**config.mk**
```make
export PLATFORM = sky130hd
export DESIGN_NAME = npc_stage_ctrl
export DESIGN_NICKNAME = d
export VERILOG_FILES = /design/src/rtl/npc_stage_ctrl.sv
export SDC_FILE = /design/constraint.sdc
export NUM_CORES = 1
export LEC_CHECK = 0
export CAP_MARGIN = 0
export CORE_ASPECT_RATIO = 1.4
export CORE_MARGIN = 4
export CORE_UTILIZATION = 50
export CTS_BUF_LIST = sky130_fd_sc_hd__clkbuf_4 sky130_fd_sc_hd__clkbuf_8
export DETAILED_ROUTE_END_ITERATION = 8
export GPL_TIMING_DRIVEN = 0
export PLACE_DENSITY = 0.89
export SETUP_SLACK_MARGIN = 0.1
export SLEW_MARGIN = 20
export SYNTH_ARGS = -nofsm -noshare
export SYNTH_HDL_FRONTEND = slang
export SYNTH_SLANG_ARGS = --single-unit
```
**constraint.sdc**
```tcl
create_clock -name clk -period 2.6 [get_ports clk]
set_input_delay 0.39 -clock clk [delete_from_list [all_inputs] [get_ports clk]]
set_output_delay 0.39 -clock clk [all_outputs]
set_load 0.1 [all_outputs]
```
**src/rtl/npc_stage_ctrl.sv**
```systemverilog
// Multi-cycle instruction sequencer for the NPC core: steps the PC through
// FETCH/EXEC/MEM/COMMIT with req/ack handshakes, raises traps, counts retirements.
module npc_stage_ctrl #(
    parameter int unsigned             XLEN     = 32,
    parameter logic [XLEN-1:0]         RESET_PC = XLEN'(32'h8000_0000),
    parameter int unsigned             TIMEOUT  = 255,
    parameter int unsigned             CNT_W    = 64
) (
    input  logic             clk,
    input  logic             rst,
    output logic [XLEN-1:0]  pc,
    output logic             ifu_req,
    input  logic             ifu_ack,
    input  logic [31:0]      ifu_inst,
    output logic [31:0]      inst,
    input  logic             dec_mem_op,
    input  logic             dec_halt,
    input  logic             jump_en,
    input  logic [XLEN-1:0]  jump_pc,
    output logic             lsu_req,
    input  logic             lsu_ack,
    input  logic             lsu_err,
    output logic             commit,
    output logic             trap_en,
    output logic [3:0]       trap_cause,
    output logic [XLEN-1:0]  trap_epc,
    input  logic [XLEN-1:0]  trap_vec,
    output logic             halted,
    output logic [CNT_W-1:0] retire_cnt
);

    localparam logic [2:0] S_IDLE   = 3'd0;
    localparam logic [2:0] S_FETCH  = 3'd1;
    localparam logic [2:0] S_EXEC   = 3'd2;
    localparam logic [2:0] S_MEM    = 3'd3;
    localparam logic [2:0] S_COMMIT = 3'd4;
    localparam logic [2:0] S_TRAP   = 3'd5;
    localparam logic [2:0] S_HALT   = 3'd6;

    localparam int unsigned WAIT_W = (TIMEOUT < 2) ? 1 : $clog2(TIMEOUT + 1);

    localparam logic [3:0] CAUSE_MISALIGN = 4'd0;
    localparam logic [3:0] CAUSE_FETCH    = 4'd1;
    localparam logic [3:0] CAUSE_MEM      = 4'd5;

    logic [2:0]        state;
    logic [2:0]        state_nx;
    logic [3:0]        cause_nx;
    logic [WAIT_W-1:0] wait_cnt;
    logic              timed_out;
    logic [XLEN-1:0]   npc;

    // The last waiting cycle is the one where wait_cnt reaches TIMEOUT-1;
    // an ack arriving in that same cycle still takes priority.
    assign timed_out = (wait_cnt == WAIT_W'(TIMEOUT - 1));

    always_comb begin
        state_nx = state;
        cause_nx = '0;
        case (state)
            S_IDLE:   state_nx = S_FETCH;
            S_FETCH: begin
                if (ifu_ack) begin
                    state_nx = S_EXEC;
                end else if (timed_out) begin
                    state_nx = S_TRAP;
                    cause_nx = CAUSE_FETCH;
                end
            end
            S_EXEC: begin
                if (dec_halt) begin
                    state_nx = S_HALT;
                end else if (jump_en && (jump_pc[1:0] != 2'b00)) begin
                    state_nx = S_TRAP;
                    cause_nx = CAUSE_MISALIGN;
                end else if (dec_mem_op) begin
                    state_nx = S_MEM;
                end else begin
                    state_nx = S_COMMIT;
                end
            end
            S_MEM: begin
                if (lsu_ack) begin
                    if (lsu_err) begin
                        state_nx = S_TRAP;
                        cause_nx = CAUSE_MEM;
                    end else begin
                        state_nx = S_COMMIT;
                    end
                end else if (timed_out) begin
                    state_nx = S_TRAP;
                    cause_nx = CAUSE_MEM;
                end
            end
            S_COMMIT: state_nx = S_FETCH;
            S_TRAP:   state_nx = S_FETCH;
            S_HALT:   state_nx = S_HALT;
            default:  state_nx = S_IDLE;
        endcase
    end

    always_ff @(posedge clk) begin
        if (rst) begin
            state      <= S_IDLE;
            pc         <= RESET_PC;
            npc        <= RESET_PC;
            inst       <= '0;
            retire_cnt <= '0;
            trap_cause <= '0;
            trap_epc   <= '0;
            wait_cnt   <= '0;
        end else begin
            state <= state_nx;

            if ((state_nx == state) && ((state == S_FETCH) || (state == S_MEM)))
                wait_cnt <= wait_cnt + 1'b1;
            else
                wait_cnt <= '0;

            if ((state == S_FETCH) && ifu_ack)
                inst <= ifu_inst;

            if (state == S_EXEC)
                npc <= jump_en ? jump_pc : pc + XLEN'(4);

            // Cause/epc are captured on entry so they are valid alongside trap_en.
            if ((state_nx == S_TRAP) && (state != S_TRAP)) begin
                trap_cause <= cause_nx;
                trap_epc   <= pc;
            end

            if (state == S_COMMIT) begin
                pc         <= npc;
                retire_cnt <= retire_cnt + 1'b1;
            end else if (state == S_TRAP) begin
                pc <= trap_vec;
            end
        end
    end

    assign ifu_req = (state == S_FETCH);
    assign lsu_req = (state == S_MEM);
    assign commit  = (state == S_COMMIT);
    assign trap_en = (state == S_TRAP);
    assign halted  = (state == S_HALT);

endmodule

```
==> metrics.md <==
| Metric | Value |
|---|---|
| Chip width | 125.0 um |
| Result of the run | complete, no violations |
| First-pass detailed-route iteration total | 6 |
| Detail Route Antenna Nets | 0 |
| Final routed wirelength across all metal layers | 32.81 mm |
| Worst path cell trace | clkdlybuf4s50_1 |
| Std-Cell Core Area | 18,680 um^2 |
| Top FF cell, synth | dfxtp_1 |
| Cell variety after synth | 57 |
| Util after Layout | 71.93% |
| Leading cell type by number of instances after synthesis | dfxtp_1 |
| Share of layout cells above drive strength 1 | 11.76% |
| Die H | 171.8 um |
| Cell family with most CP delay | buffers and inverters |
| Worst path arrival time | 2070 ps |
| Antenna diode count | 0 |
| Instance count of the mapped netlist | 1,153 |
| Initial antenna violation count | 0 |
| Syn Std Cell Area | 9577 um^2 |
| Fin crit period | 2464 ps |
| Total of endpoints with negative setup slack in the final report | 0 |
| Count of input and output buffers | 270 |
| Slowest cell delay on critical path | 1160 ps |
| Transition time of the tightest slew-check pin | 1054 ps |
| Wire length of the first global-routing pass | 51.07 mm |
| Cell type of the slowest stage on the worst timing path | clkdlybuf4s50_1 |
| Slew margin rel. | 29.53% |
| Detailed router's first-iteration violation count | 774 |
| Classification of the worst setup path | reg -> out |
| Top cells by instance count after synthesis | dfxtp_1, nand2_1, nor2_1, a21oi_1, mux2i_1 |
| Yosys warns | 0 |
| Largest fanout of any net on the critical path | 6 |
| Layout overhead on the synthesized area | 40.28% |
| H-tree level count | 2 |
| Leakage power total | 0.005057 uW |
| Area enclosed by the die boundary | 21,460 um^2 |
| Number of buffers created by CTS | 34 |
| Post-layout nets | 1,567 |
| Final Slew Violations | 0 |
| PnR worst setup slack | 136.0 ps |
| Flip-flop and latch count after synthesis | 205 |
| Power Dens Cells | 547.3 nW/um^2 |
| Mean cell area of the mapped netlist | 8.306 um^2 |
| Global-route usage over all layers | 28.99% |
| Share of flip-flops with an asynchronous set or reset | 0% |
| Ratio of routed vias to standard cells | 5.856 |
| Post-placement worst setup slack | -732.4 ps |
| Clock latency on the worst-skew pair | 530 ps |
| Final Skew | 30.45 ps |
| Bufs and invs on worst path | 1 |
| Max Fclk | 405.8 MHz |
| Pin count of the biggest net entering global routing | 20 |
| Residual overflow from global routing | 0 |
| Clock tree from TritonCTS | done |
| Unrepaired setup endpoints after global routing | yes |
| Routability Congestion | 0.9526 |
| Clock transition at the registers of the reported paths | 60 ps |
| Total number of clock tree sinks | 205 |
| Yosys top cell by area | dfxtp_1 |
| Post-CTS Hold Buffers | 0 |
| Share of the clock period used by the worst path after layout | 94.77% |
| Drc violations | 0 |
| Worst Hold Slack | 410.9 ps |
| Detail Placement HPWL | 24.07 mm |
| Clock root buffer master | clkbuf_8 |
| Final Hold Vio Count | 0 |
| Number of synthesized flops with an enable pin | 0 |
| Req. time, crit path | 2210 ps |
| Register area share after synthesis | 42.85% |
| Post-Route Setup TNS | 0 ps |
| Number of top-level pins | 273 |
| Worst-case clock buffer depth | 3 |
| Leading cell types by total area after synthesis | dfxtp_1, nand2_1, mux2i_1 |
| Std-Cell Rows | 59 |
| Max-capacitance violation count | 0 |
| Worst IR Drop VDD | 0.0005205 V |
| Total Power | 7352 uW |
| Synth top area share | 42.85% |
| Effective utilization at floorplan | 51.28% |
| Startpoint type of the worst setup path | flop |
| WL/cell | 19.03 um |
| Critical path endpoint category | output port |
| Vias | 10,100 |
| HP Class | in -> reg |
| Number of global-route vias before repair | 10,050 |
through the flow:
stage,std cells,cell area [um^2]
CTS,1724,13360
finish,1724,13430
global placement,1668,12710
floorplan,1154,9704
global route,1724,13430
detailed placement,1668,12710
cells by family after synthesis:
kind of cell	Yosys count	synth area share, %
compound gates	199	12.46
xor+xnor	60	5.566
fa+ha+maj	4	0.5226
buf+inv	102	4.586
flops	205	42.85
mux	69	7.225
other cells	1	0.03916
simple gates	513	26.74
area by class of cell:
type / count / area (um^2)
clock buffers: 53 / 673.1
well taps: 244 / 305.3
inverters: 19 / 71.32
multi-input cells: 847 / 5065
flip-flops and latches: 205 / 4185
clock inverters: 4 / 20.02
repair buffers: 270 / 2711
plain buffers: 82 / 402.9
fillers: 1368 / 5243
sequential cells by signal, indices dropped and copies added, names as in the netlist:
signal,flops
inst,32
npc,32
pc,32
retire_cnt,64
state,3
trap_cause,2
trap_epc,32
wait_cnt,8
layer usage:
layer / part of all wire, % / track usage, % / up-vias
met2: 51 / 52.47 / 574
met3: 9.1 / 6.865 / 127
met4: 4.9 / 16.23 / 0
met1: 35 / 31.07 / 4719
li1: - / - / 4675
met5: 0 / 0 / -
worst paths after layout:
kind,startpoint,end,depth (start not counted),slack [ps]
worst max-delay path,pc[25],pc[25],1,140
worst min-delay path,ifu_inst[11],inst[11],3,410
worst max register to register,state[1],trap_epc[13],8,230
worst min register to register,inst[21],inst[21],2,450
cells in the final DEF, fill, tap and decap left out, types with 18 or more instances in the layout:
cell type,Yosys,routed
clkbuf_1,53,47
inv_1,18,18
dfxtp_1,205,140
xnor2_1,25,25
nand2_1,193,192
nand3_1,58,57
mux2i_1,68,68
clkbuf_8,0,45
dlygate4sd2_1,0,28
nand4_1,34,34
dfxtp_2,0,65
nor2_1,100,99
dlymetal6s2s_1,0,22
or3_1,18,18
clkdlybuf4s50_1,0,215
and3_1,18,18
xor2_1,34,34
a21oi_1,82,82
a211oi_1,39,39
o21ai_0,34,34
power by group:
| part | internal (uW) | total [uW] | switching [uW] |
|---|---|---|---|
| clock network | 1640 | 2950 | 1310 |
| registers | 3210 | 3280 | 63.9 |
| logic | 366 | 1130 | 761 |
| total | 5220 | 7350 | 2130 |
what timing repair did:
item / 4_1_cts / 5_1_grt
setup endpoints to repair: 38 / 47
buffers inserted: 0 / 0
gates resized for setup: 54 / 36
No activity file was read; power rests on OpenSTA's default activity.
==> RTL change 1 (same flow settings) <==
The parameter `XLEN` goes from 32 to 48.
--- a/src/rtl/npc_stage_ctrl.sv
+++ b/src/rtl/npc_stage_ctrl.sv
@@ -2,5 +2,5 @@
 // FETCH/EXEC/MEM/COMMIT with req/ack handshakes, raises traps, counts retirements.
 module npc_stage_ctrl #(
-    parameter int unsigned             XLEN     = 32,
+    parameter int unsigned             XLEN     = 48,
     parameter logic [XLEN-1:0]         RESET_PC = XLEN'(32'h8000_0000),
     parameter int unsigned             TIMEOUT  = 255,
Ports: changed (resized jump_pc, pc, trap_epc and trap_vec); port bits go from 273 to 337. No check against the original RTL was run, so the function may have changed too.
==> RTL change 1 against the original RTL <==
- first-iteration DRC count is 26% higher
- cell area is 26% higher
- sequential power is 23% higher
- critical path depth is 6 higher
- register-to-register slack worse by 120 ps
- setup slack worse by 30 ps
- clock skew is 7.7 ps higher
- count of clock-buffer cells in the layout is 9 higher
- critical path type is now reg2reg
- wire length is 34% higher
- non-clock buffer count is 109 higher
- total power is 23% higher
- sequential cell count is 48 higher
- synthesized area is 24% higher
==> RTL change 1: results (changes against the original RTL) <==
----------------------------------------------------
[Status]
  Outcome ... completed (unchanged)

[Timing]
  Worst clock skew ... 38.1 ps (was 30.5 ps)
  Worst slew slack as a fraction of its limit ... 27.7% (was 29.5%)

[Drt]
  WL met1 ... 15.0 mm (was 11.6 mm)
  Top sig layer ... met5 (was met4)
  Iteration-0 DRC Markers ... 973 (was 774)
  Total length of routed met3 wires ... 4.66 mm (was 2.98 mm)
  Routed length per instance ... 20.3 um (was 19.0 um)
  Initial DRT Pass Iterations ... 5 (was 6)

[Global route]
  Number of global-route vias before repair ... 12900 (was 10000)
  Met3 usage ... 8.63% (was 6.87%)
  Initial antenna violation count ... 3 (was 0)

[Synth]
  Multiplexer area fraction after synthesis ... 8.60% (was 7.22%)
  Area fraction in compound gates after synthesis ... 14.0% (was 12.5%)
  Cell area after synthesis ... 0.0119 mm2 (was 0.00958 mm2)
  Portion of the post-synthesis area used by sequential elements ... 42.5% (was 42.9%)
  Top area cells in the synthesized netlist ... dfxtp_1, mux2i_1, nand2_1 (was dfxtp_1, nand2_1, mux2i_1)

[Critical path]
  Family with the most delay on the worst path ... simple AND/OR/NAND/NOR gates (was buffers and inverters)
  Worst stage delay on the critical path ... 550 ps (was 1160 ps)
  Sort of element at the end of the critical path ... flop (was primary output)
  Worst endpoint data arrival time ... 2960 ps (was 2070 ps)

[Final layout]
  Multi-input combinational cell area ... 0.00649 mm2 (was 0.00506 mm2)
  Clock buffer count in the final layout ... 62 (was 53)
  Layout cells sized above 1 ... 12.6% (was 11.8%)
  Number of filler cells placed in the layout ... 1784 (was 1368)
  Number of multi-input logic gates ... 1066 (was 847)
  Clock network share of area ... 4.79% (was 5.16%)

[Power]
  Maximum VDD drop ... 0.000567 V (was 0.000520 V)
  Leakage ... 6.67 nW (was 5.06 nW)

[CTS]
  Number of CTS-inserted buffers ... 40 (was 34)

[Place]
  Cell Count Post-Placement ... 2086 (was 1668)
  Cell area after placement ... 0.0158 mm2 (was 0.0127 mm2)

----------------------------------------------------
RTL change 1: changes by cell type in the layout (fill, tap and decap cells not counted), moves of 13 or more:
cell / change
a211oi_1: +13
a21oi_1: +13
buf_4: +19
clkbuf_1: +25
clkdlybuf4s50_1: +36
dfxtp_1: +31
dfxtp_4: +17
dlygate4sd2_1: +29
mux2i_1: +32
nand2_1: +44
RTL change 1: report_power, final:
part / switching [W] / internal (W) / leakage [nW]
clock network: 0.00162 / 0.00189 / 0.432
registers: 0.0000939 / 0.00396 / 2.09
logic: 0.00102 / 0.000489 / 4.15
total: 0.00273 / 0.00633 / 6.67
RTL change 1: repair_timing:
action / 4_1_cts / 5_1_grt
resized for setup: 120 / 54
setup buffers: 10 / 10
hold buffers: 0 / 0
gates cloned: 0 / 1
endpoints found under the hold margin: 0 / 0
endpoints found under the setup margin: 171 / 115
pin swaps: 6 / 6
==> RTL change 2 (same settings) <==
Made on the original files. Reset style: asynchronous (`rst`), changed in one clocked block.
--- a/src/rtl/npc_stage_ctrl.sv
+++ b/src/rtl/npc_stage_ctrl.sv
@@ -100,5 +100,5 @@
     end
 
-    always_ff @(posedge clk) begin
+    always_ff @(posedge clk or posedge rst) begin
         if (rst) begin
             state      <= S_IDLE;
Check against the original RTL: differs if rst is asserted again (counterexample within 4 cycles, from zero or initial values and one cycle with rst high); with rst held inactive, the same outputs for 10 cycles.
==> RTL change 2 against the original RTL <==
- via count fell by 25%
- synthesized area is 2.7% lower
- sequential cell count unchanged
- critical path depth is the same
- wire length decreased by 18%
- setup slack improved by 9.4 ps
- cell area decreased by 0.90%
- count of clock-buffer cells in the layout decreased by 2
- highest routed layer is now met5
Power is not compared: it rests on default switching activity, and its combinational part moved more than twofold at a synthesized area within 25%.
==> RTL change 2: results (changes against the original RTL) <==
----------------------------------------------------
[Synth]
  Portion of the post-synthesis area used by sequential elements ... 55.1% (was 42.9%)
  Top cell type's share of synthesized area ... 54.5% (was 42.9%)
  Post-synthesis share of cell area spent on xor and xnor gates ... 9.12% (was 5.57%)
  Multiplexer area fraction after synthesis ... 13.4% (was 7.22%)
  Post-synth top cells ... dfrtp_1, nand2_1, xnor2_1 (was dfxtp_1, nand2_1, nor2_1)
  Number of distinct standard cells referenced by the synthesized netlist ... 47 (was 57)
  Asr flop ratio synth ... 100% (was 0%)
  Adder and majority gate portion of the synthesized area ... 0.537% (was 0.523%)
  Area fraction in compound gates after synthesis ... 4.87% (was 12.5%)
  Most frequently used flop master after synthesis ... dfrtp_1 (was dfxtp_1)
  Top area cells in the synthesized netlist ... dfrtp_1, mux2_2, xnor2_1 (was dfxtp_1, nand2_1, mux2i_1)
  Per-instance average area after synthesis ... 11.4 um2 (was 8.31 um2)

[Critical path]
  Worst stage delay on the critical path ... 1160 ps (about the same)
  Critical-path top delay cell ... clkdlybuf4s50_1 (unchanged)
  Family with the most delay on the worst path ... buffers and inverters (unchanged)
  Worst endpoint data arrival time ... 2060 ps
  Crit-path max FO ... 3 (was 6)

[Final layout]
  Flip-flop count of the largest register, all copies and words added ... 64 (unchanged)
  Nets@finish ... 1249 (was 1567)
  Number of standard cells in the layout, taps in and fillers out ... 1405 (was 1724)
  Register with the highest flop count ... retire_cnt (unchanged)
  Cell area after layout ... 0.0133 mm2 (was 0.0134 mm2)
  Layout cells sized above 1 ... 16.5% (was 11.8%)

[Drt]
  Iteration-0 DRC Markers ... 304 (was 774)
  Post-detailed-routing wire length ... 26.9 mm (was 32.8 mm)
  Via density per instance ... 5.42 (was 5.86)
  Initial DRT Pass Iterations ... 5 (was 6)

[Place]
  Worst slack at placement ... -431 ps (was -732 ps)
  Cell area after placement ... 0.0125 mm2 (was 0.0127 mm2)
  Routability congestion estimate ... 0.864 (was 0.953)
  Cell Count Post-Placement ... 1336 (was 1668)
  Placed wire-length estimate ... 19.6 mm (was 24.1 mm)
  Buffers on Ports ... 269 (was 270)

[Global route]
  Largest net degree at the start of global routing ... 34 (was 20)
  Initial antenna violation count ... 4 (was 0)
  Total global-route track usage ... 25.2% (was 29.0%)
  Global-route wire length before repair ... 41.6 mm (was 51.1 mm)
  Number of global-route vias before repair ... 7936 (was 10000)

[CTS]
  Buffer type at the clock tree root ... clkbuf_8 (unchanged)
  Number of CTS-inserted buffers ... 34 (unchanged)
  Clock latency of the later-clocked register in the worst-skew pair ... 510 ps (was 530 ps)
  H-tree lvl count ... 2 (unchanged)

[Timing]
  Worst clock skew ... 22.6 ps (was 30.5 ps)
  Worst slew slack as a fraction of its limit ... 30.8% (was 29.5%)

[Status]
  Outcome ... completed (unchanged)

[Run]
  Max-cap violations ... 0 (unchanged)

[Hold path]
  Worst hold-check path type ... in2async (was in2reg)

----------------------------------------------------
==> RTL change 2: cell types whose count changed after synthesis, moves of 57 or more <==
| cell | change |
|---|---|
| a21oi_1 | -69 |
| dfrtp_1 | +203 |
| dfxtp_1 | -205 |
| mux2_2 | +64 |
| nand2_1 | -99 |
| nor2_1 | -57 |
==> RTL change 2: worst paths after layout <==
kind                                 from        endpoint  slack (ps)  cells past startpoint
max                        retire_cnt[22]  retire_cnt[22]         150                      1
max reg2reg                retire_cnt[29]  retire_cnt[63]         150                      8
min in group clk                  npc[16]         npc[16]         480                      2
min reg2reg                       npc[16]         npc[16]         480                      2
max in group asynchronous             rst   retire_cnt[6]        1280                      5
min                                   rst    trap_epc[23]         280                      2
==> RTL change 2: layout make-up <==
| cell class | count | area (um2) |
|---|---|---|
| Clock buffer | 51 | 639 |
| Sequential cell | 205 | 5140 |
| Timing Repair Buffer | 285 | 2880 |
| Clock inverter | 7 | 62.6 |
| Inverter | 14 | 56.3 |
| Antenna cell | 2 | 5.00 |
| Buffer | 40 | 206 |
| Multi-Input combinational cell | 561 | 4030 |
| Fill cell | 1250 | 4830 |
| Tap cell | 240 | 300 |
==> RTL change 2: metrics by stage <==
step                      utilization, %  hold slack (ps)
after floorplan                        -              449
after global placement              68.2              460
after detailed placement            68.8              467
after CTS                           72.7              263
after global routing                73.4              307
final                               73.4              283
==> RTL change 2: kinds of logic after synthesis <==
logic type | count (synthesis)
AND/OR/NAND/NOR | 256
other | 1
AO/OA/AOI/OAI | 85
multiplexers | 117
flip-flops | 205
XOR/XNOR | 97
adder cells (fa/ha/maj) | 4
buffers and inverters | 55
==> RTL change 2: power breakdown <==
part | switching (W) | total (W) | internal [W]
clock | 0.00126 | 0.00293 | 0.00167
combinational | 0.00803 | 0.0108 | 0.00277
sequential | 0.000931 | 0.00522 | 0.00429
total | 0.0102 | 0.0190 | 0.00874
==> RTL change 2: layer usage <==
layer | GRT usage [%] | wire [um] | vias up
met5 | 0 | 27 | -
met4 | 11.6 | 1180 | 4
met3 | 6.60 | 1780 | 78
met2 | 44.1 | 14100 | 277
met1 | 28.6 | 9790 | 3762
li1 | - | - | 3493
==> RTL change 2: what timing repair did <==
action / 4_1_cts / 5_1_grt
gates resized for setup: 91 / 30
endpoints found under the setup margin: 110 / 67
pin swaps: 2 / 3
buffers inserted: 3 / 7
endpoints found under the hold margin: 0 / 0
